===== config.mk =====
export PLATFORM = sky130hd
export DESIGN_NAME = panel_volume_ctrl
export DESIGN_NICKNAME = d
export VERILOG_FILES = /design/src/rtl/panel_volume_ctrl.sv
export SDC_FILE = /design/constraint.sdc
export NUM_CORES = 1
export LEC_CHECK = 0
export ABC_CLOCK_PERIOD_IN_PS = 3720
export CAP_MARGIN = 15
export CORE_MARGIN = 4
export CORE_UTILIZATION = 40
export CTS_CLUSTER_DIAMETER = 80
export CTS_CLUSTER_SIZE = 14
export DETAILED_ROUTE_END_ITERATION = 16
export MAX_ROUTING_LAYER = met4
export PLACE_DENSITY = 0.65
export SETUP_SLACK_MARGIN = 0.5
export SLEW_MARGIN = 20
export SYNTH_ARGS = -nofsm -noshare
export SYNTH_HDL_FRONTEND = slang
export SYNTH_SLANG_ARGS = --single-unit

===== constraint.sdc =====
create_clock -name clk -period 3.72 [get_ports clk]
set_input_delay 0.372 -clock clk [delete_from_list [all_inputs] [get_ports clk]]
set_output_delay 0.372 -clock clk [all_outputs]
set_load 0.05 [all_outputs]

===== src/rtl/panel_volume_ctrl.sv =====
// Front-panel volume/mute controller: encoder-driven target volume with step
// acceleration, mute toggle, CPU overrides, and a fixed-rate vol_out ramp.
module panel_volume_ctrl #(
  parameter int VOL_W        = 8,
  parameter int VOL_MAX      = 255,
  parameter int VOL_DEFAULT  = 128,
  parameter int ACCEL_WINDOW = 2400000,
  parameter int ACCEL_STEP   = 4,
  parameter int RAMP_DIV     = 1024
) (
  input  logic             clk,
  input  logic             reset,
  input  logic             enc_stb,
  input  logic             enc_click,
  input  logic             enc_clockwise,
  input  logic             enc_switch,
  input  logic             cpu_vol_wr_stb,
  input  logic [VOL_W-1:0] cpu_vol_wr_data,
  input  logic             cpu_mute_wr_stb,
  input  logic             cpu_mute_wr_data,
  input  logic             irq_ack,
  output logic [VOL_W-1:0] target_vol,
  output logic [VOL_W-1:0] vol_out,
  output logic             mute,
  output logic             ramping,
  output logic             vol_change_irq,
  output logic [1:0]       ramp_state
);

  typedef enum logic [1:0] {IDLE = 2'd0, UP = 2'd1, DOWN = 2'd2} state_t;

  localparam int TMR_W = $clog2(ACCEL_WINDOW + 1);
  localparam int DIV_W = (RAMP_DIV > 1) ? $clog2(RAMP_DIV) : 1;
  localparam logic [TMR_W-1:0] TMR_SAT  = TMR_W'(ACCEL_WINDOW);
  localparam logic [DIV_W-1:0] DIV_LAST = DIV_W'(RAMP_DIV - 1);
  localparam logic [VOL_W:0]   MAX_V    = (VOL_W + 1)'(VOL_MAX);
  localparam logic [VOL_W:0]   ACC_V    = (VOL_W + 1)'(ACCEL_STEP);
  localparam logic [VOL_W:0]   ONE_V    = (VOL_W + 1)'(1);

  // Handshake: every input strobe is a single-cycle pulse with its qualifiers
  // valid in the same cycle; there is no back-pressure, all events are taken.
  logic [TMR_W-1:0] accel_tmr;
  logic             last_dir;
  logic             sw_last;
  logic             click_ev;
  logic             press_ev;
  logic             use_accel;
  logic [VOL_W:0]   step;
  logic [VOL_W:0]   sum;
  logic [VOL_W-1:0] enc_vol;
  logic [VOL_W-1:0] cpu_vol;
  logic             enc_vol_chg;
  logic             enc_mute_chg;

  assign click_ev  = enc_stb & enc_click;
  assign press_ev  = enc_stb & enc_switch & ~sw_last;
  assign use_accel = (last_dir == enc_clockwise) && (accel_tmr < TMR_SAT);
  assign step      = use_accel ? ACC_V : ONE_V;
  assign sum       = {1'b0, target_vol} + step;

  always_comb begin
    enc_vol = target_vol;
    if (enc_clockwise) begin
      enc_vol = (sum > MAX_V) ? MAX_V[VOL_W-1:0] : sum[VOL_W-1:0];
    end else begin
      enc_vol = ({1'b0, target_vol} < step) ? '0 : (target_vol - step[VOL_W-1:0]);
    end
  end

  assign cpu_vol      = ({1'b0, cpu_vol_wr_data} > MAX_V) ? MAX_V[VOL_W-1:0] : cpu_vol_wr_data;
  assign enc_vol_chg  = click_ev & ~cpu_vol_wr_stb & (enc_vol != target_vol);
  assign enc_mute_chg = press_ev & ~cpu_mute_wr_stb;

  always_ff @(posedge clk or posedge reset) begin
    if (reset) begin
      target_vol     <= VOL_W'(VOL_DEFAULT);
      mute           <= 1'b0;
      vol_change_irq <= 1'b0;
      sw_last        <= 1'b0;
      last_dir       <= 1'b0;
      accel_tmr      <= TMR_SAT;
    end else begin
      if (cpu_vol_wr_stb)     target_vol <= cpu_vol;
      else if (click_ev)      target_vol <= enc_vol;
      if (cpu_mute_wr_stb)    mute <= cpu_mute_wr_data;
      else if (press_ev)      mute <= ~mute;
      // Set has priority so a panel change racing an ack is never lost.
      if (enc_vol_chg || enc_mute_chg) vol_change_irq <= 1'b1;
      else if (irq_ack)                vol_change_irq <= 1'b0;
      if (enc_stb) sw_last <= enc_switch;
      if (click_ev) begin
        accel_tmr <= '0;
        last_dir  <= enc_clockwise;
      end else if (accel_tmr < TMR_SAT) begin
        accel_tmr <= accel_tmr + 1'b1;
      end
    end
  end

  state_t           state;
  state_t           state_nx;
  logic [DIV_W-1:0] div;
  logic [DIV_W-1:0] div_nx;
  logic [VOL_W-1:0] vol_nx;
  logic [VOL_W-1:0] goal;

  assign goal = mute ? '0 : target_vol;

  always_ff @(posedge clk or posedge reset) begin
    if (reset) begin
      state   <= IDLE;
      div     <= '0;
      vol_out <= '0;
    end else begin
      state   <= state_nx;
      div     <= div_nx;
      vol_out <= vol_nx;
    end
  end

  // Direction follows the live goal each cycle; the divider is not restarted
  // on reversal so the step rate stays constant.
  always_comb begin
    state_nx = state;
    div_nx   = div;
    vol_nx   = vol_out;
    case (state)
      IDLE: begin
        div_nx = '0;
        if (goal > vol_out)      state_nx = UP;
        else if (goal < vol_out) state_nx = DOWN;
      end
      default: begin
        if (goal == vol_out) begin
          state_nx = IDLE;
          div_nx   = '0;
        end else begin
          state_nx = (goal > vol_out) ? UP : DOWN;
          if (div == DIV_LAST) begin
            div_nx = '0;
            vol_nx = (goal > vol_out) ? (vol_out + 1'b1) : (vol_out - 1'b1);
          end else begin
            div_nx = div + 1'b1;
          end
        end
      end
    endcase
  end

  assign ramping    = (state != IDLE);
  assign ramp_state = state;

endmodule

==> results.cfg <==
[setup_path]
reg2reg_from = mute
cp_max_fo = 10
reg2reg_slack_ns = 0.65
r2r_cells = 13
critPathKind = reg2reg
worst_r2r_endpoint = vol_out[7]
cp.required_ns = 3.93
crit_end = vol_out[7]
crit_arrival_ns = 3.27
cp-startpoint = mute
end_kind = flip-flop
setup.worst_path.start_class = flip-flop

[placed_design]
gp_congestion = 0.881
dpl_cell_area_um2 = 4140
placedCellCount = 542
dp_hpwl_um = 6120
io_buffers = 38
place_ws_ns = 0.502

[logic_synthesis]
synth_area_per_cell_um2 = 8.98
synth_fp_nets = 450
synthSimpleGateAreaFrac = 0.241
yosysWarningCount = 0
synthXorXnorAreaFrac = 0.100
ys.flop_type = dfrtp_1
netlist_area_um2 = 3670
synth.distinct_cells = 62
yosys.area_share.adder = 0.0804
synth_compound_area_frac = 0.145
syn_inst = 409
yosysSeqAreaShare = 0.371
ys_ff_latch = 54
muxShareOfSynthArea = 0.0119
synth-edff-count = 0
ys_async_sr_fraction = 1.00
synth_top_family_by_area = simple AND/OR/NAND/NOR gates

[route]
first_pass_iters = 4
ant_nets = 0
vias_per_cell = 5.37
drtIter0Drc = 116
drc = 0
vias = 2995
routedWlPerCell_um = 15.0
routed_wl_um = 8360

[floorplanning]
io-pin-count = 39
fp-row-count = 34
die_w_um = 104
core_um2 = 8810
die-area_um2 = 10800
initial_core_util = 0.417
die_h_um = 104

[cts]
clockBufferDepth = 2
cts-hold-fix-buffers = 0
clk_latency_ns = 0.31
cts.clk_slew.worst_paths_ns = 0.10
cts_sinks = 54
root_buffer = clkbuf_8
tritoncts = built
cts_buffers = 5
cts_max_level = 2

[grt]
grt_max_degree = 45
antenna_found_initial = 0
grt_pass1_wl_um = 14400
grt_pass1_vias = 2973
grt-ovfl-total = 0
grtUsageTotal = 0.163

[finish]
finalNonFillerCells = 558
antenna_cells = 0
layout_commonest_cell = nor2_1
postLayoutCellArea_um2 = 4330
drive_above_1_share = 0.153
nets = 490
fin_util = 0.491
final_cell_mix = 53 x nor2_1, 40 x dfrtp_1, 38 x clkdlybuf4s50_1
area_growth_pct = 17.8

[sta]
worst_pin_slew_ns = 0.924
post-route-period-util = 0.825
setup_slack_ns = 0.653
max_freq_ghz = 0.326
finalSetupViolCount = 0
rsz0062_at_grt = yes
hold_viol_final = 0
slew_violations = 0
max_slew_margin = 0.383
whs_ns = 0.495
fin_skew_ns = 0.0150
fin_tns_setup_ns = 0
min_period_ns = 3.07

[power]
ir_worst_vdd_mv = 0.194
power_mw = 1.71
power_leakage_nw = 1.83
p_per_area_nw_per_um2 = 395

[min_path]
min_path_type = reg2reg
hp-start = div[0]

[status]
status = complete, no violations

[job]
drv_cap = 0
[power breakdown]
part | switching, mW | internal, mW
combinational | 0.387 | 0.262
clock | 0.199 | 0.150
sequential | 0.0641 | 0.648
[sequential cells by signal, indices dropped and copies added, names as in the netlist]
register	cells
accel_tmr	22
div	10
last_dir	1
mute	1
ramp_state	2
sw_last	1
target_vol	8
vol_change_irq	1
vol_out	8
[cells in the mapped netlist, drive strengths merged, types with 11 or more instances]
cell	number	area (um^2)
o21ai	23	115
inv	26	97.6
xor2	21	184
nand4	15	93.8
ha	22	275
xnor2	21	184
nand2	32	125
nor2	53	199
dfrtp	45	1130
a21oi	17	85.1
nand3	17	90.1
clkbuf	11	41.3
[per-layer routing]
metal,track usage,part of all wire
met5,-,0
met2,0.261,0.48
met3,0.0243,0.038
met1,0.217,0.47
met4,0.0427,0.0061
[worst max-delay path: stages (launching register included)]
cell and delay [ns]:
dfrtp_2 0.49, nor2b_1 0.14, ha_1 0.26, a211o_1 0.27, o211ai_1 0.12, nand4_1 0.20, nand2_2 0.19, ha_1 0.26
a21oi_2 0.18, o2111ai_2 0.18, o31ai_2 0.28, nand3_1 0.11, nor3b_2 0.17, xnor2_1 0.14
[logic make-up after synthesis]
kind of cell             Yosys count
flip-flops                        54
multiplexers                       4
buffers and inverters             44
adder cells (fa/ha/maj)           23
AO/OA/AOI/OAI                     75
AND/OR/NAND/NOR                  167
XOR/XNOR                          42
[final cells by class]
| cell class | instances | area, um^2 |
|---|---|---|
| clock inverters | 2 | 12.5 |
| flip-flops and latches | 54 | 1370 |
| multi-input cells | 311 | 2150 |
| fillers | 857 | 4480 |
| clock buffers | 6 | 82.6 |
| well taps | 108 | 135 |
| inverters | 26 | 97.6 |
| repair buffers | 51 | 478 |
[worst min-delay path by stage]
stage / to / slack [ns] / cells past startpoint
global route: div[0] / 0.52 / 1
finish: div[0] / 0.49 / 1
detailed placement: div[0] / 0.49 / 1
global placement: div[0] / 0.47 / 1
floorplan: div[0] / 0.45 / 1
CTS: div[0] / 0.50 / 1
[timing repair]
action / in CTS / in global routing
pin swaps: 2 / 1
resized for setup: 2 / 8
setup buffers: 2 / 6
endpoints found under the setup margin: 1 / 3
Power figures use the tool's default switching activity.
==> RTL change: new RTL, same settings <==
Change the parameter `ACCEL_WINDOW` from 2400000 to 9600000.
--- a/src/rtl/panel_volume_ctrl.sv
+++ b/src/rtl/panel_volume_ctrl.sv
@@ -4,7 +4,7 @@
   parameter int VOL_W        = 8,
   parameter int VOL_MAX      = 255,
   parameter int VOL_DEFAULT  = 128,
-  parameter int ACCEL_WINDOW = 2400000,
+  parameter int ACCEL_WINDOW = 9600000,
   parameter int ACCEL_STEP   = 4,
   parameter int RAMP_DIV     = 1024
 ) (
Formal check against the unedited RTL: same outputs for any inputs over 10 cycles, from zero or initial values and one cycle with reset high; that may be too few to reach the edited logic, so the function may still have changed.
==> RTL change against the original RTL <==
  * Routed wire length up 1.1%
  * Clock skew down 3.2 ps
  * Combinational power up 10%
  * Power up 5.8%
  * Sequential cell count up 2
  * Synthesized area up 1.2%
  * Global-route usage down 0.47 points
  * Final area up 5.8%
  * Critical path depth up 1
  * Setup slack worse by 170 ps
  * Critical path type unchanged
  * Highest routed layer unchanged
==> RTL change: results (changes against the original RTL) <==
- Result of the run: complete, no violations
- Largest registers: accel_tmr x24, div x10
- Worst hold-check path type: input port to async pin
- Multi-input combinational gate total: 328 (+5.5%)
- Portion of the layout cell area used by clock cells: 0.0210 (-0.000935)
- Final cell count without fillers: 578 (+3.6%)
- Metal3 WL: 348 um (+10%)
- DRT Wirelength: 8.45 mm (+1.1%)
- Area of the multi-input gates: 2310 um2 (+7.6%)
- Storage element area: 1420 um2 (+3.8%)
- Via count of the routed design: 3136 (+4.7%)
- GP Congestion: 0.921 (+4.6%)
- Mean Syn Cell Area: 8.78 um2 (-2.2%)
- Number of global-route vias before repair: 2986 (+0.44%)
- Reg2reg start: target_vol[5]
- Half-perimeter wire length after placement: 5.99 mm (-2.2%)
- Largest clock skew in the final design: 11.7 ps (-3.23 ps)
- Maximum number of pins on one net before global-route repair: 31 (-31%)
- Fraction of layout instances using a drive strength above 1: 0.183 (+0.0296)
- Slowest Stage Delay on Critical Path: 430 ps (-60 ps)
- Synthesized-area fraction occupied by xor and xnor cells: 0.0943 (-0.00590)
- Synth Area in Compound Gates: 0.158 (+0.0124)
- Met2 routed wirelength: 3.94 mm (-2.4%)
- Leakage Power: 0.00191 uW (+4.5%)
- Post-synthesis share of cell area spent on full adders, half adders and majority gates: 0.0795 (-0.000948)
RTL change: changes by cell type after synthesis, sizes merged, moves of 3 or more:
| cell | delta |
|---|---|
| nand4 | -3 |
| o21ai | -3 |
| and3 | -4 |
| nand2 | +17 |
| nor3b | -6 |
| nor3 | +7 |
| a41oi | -3 |
| a211oi | +4 |
| inv | -6 |
RTL change: worst min-delay path by stage:
| stage | to | slack [ps] | cells past startpoint |
|---|---|---|---|
| after floorplan | accel_tmr[23] | 440 | 2 |
| after detailed placement | accel_tmr[23] | 450 | 2 |
| after CTS | accel_tmr[8] | 370 | 2 |
| after global placement | accel_tmr[23] | 450 | 2 |
| final | accel_tmr[8] | 360 | 2 |
| after global routing | accel_tmr[9] | 410 | 2 |
RTL change: kinds of logic (layout without fill, tap and decap cells):
kind of cell,count (synthesis),after routing
muxes,4,4
and+or+nand+nor,177,177
adders and majority gates,23,23
buffers and inverters,39,86
xor gates and xnor gates,40,40
AOI/OAI and AO/OA,84,84
DFF,56,56
RTL change: power by group through the flow:
stage	clock, uW	combinational (uW)	sequential, uW
5_1_grt	401	791	738
3_3_place_gp	0	602	753
6_report	367	716	727
4_1_cts	380	669	727
3_5_place_dp	0	611	755
2_1_floorplan	0	408	802
RTL change: stage by stage:
stage	cell area [um2]	worst slack [ps]	util	hold slack (ps)
after floorplan	3790	547	-	439
after global placement	4230	401	0.476	449
after detailed placement	4230	331	0.476	454
after CTS	4430	521	0.498	375
after global routing	4580	374	0.515	408
final	4580	482	0.515	362
RTL change: what timing repair did:
action	4_1_cts	5_1_grt
resized for setup	6	24
pin swaps	6	12
setup buffers	9	6
setup endpoints to repair	2	9
RTL change: metal layers:
layer  up-vias  GRT usage
met4         0     0.0408
met3         9     0.0292
met1      1503      0.214
li1       1563          -
met2        61      0.246
met5         -          -
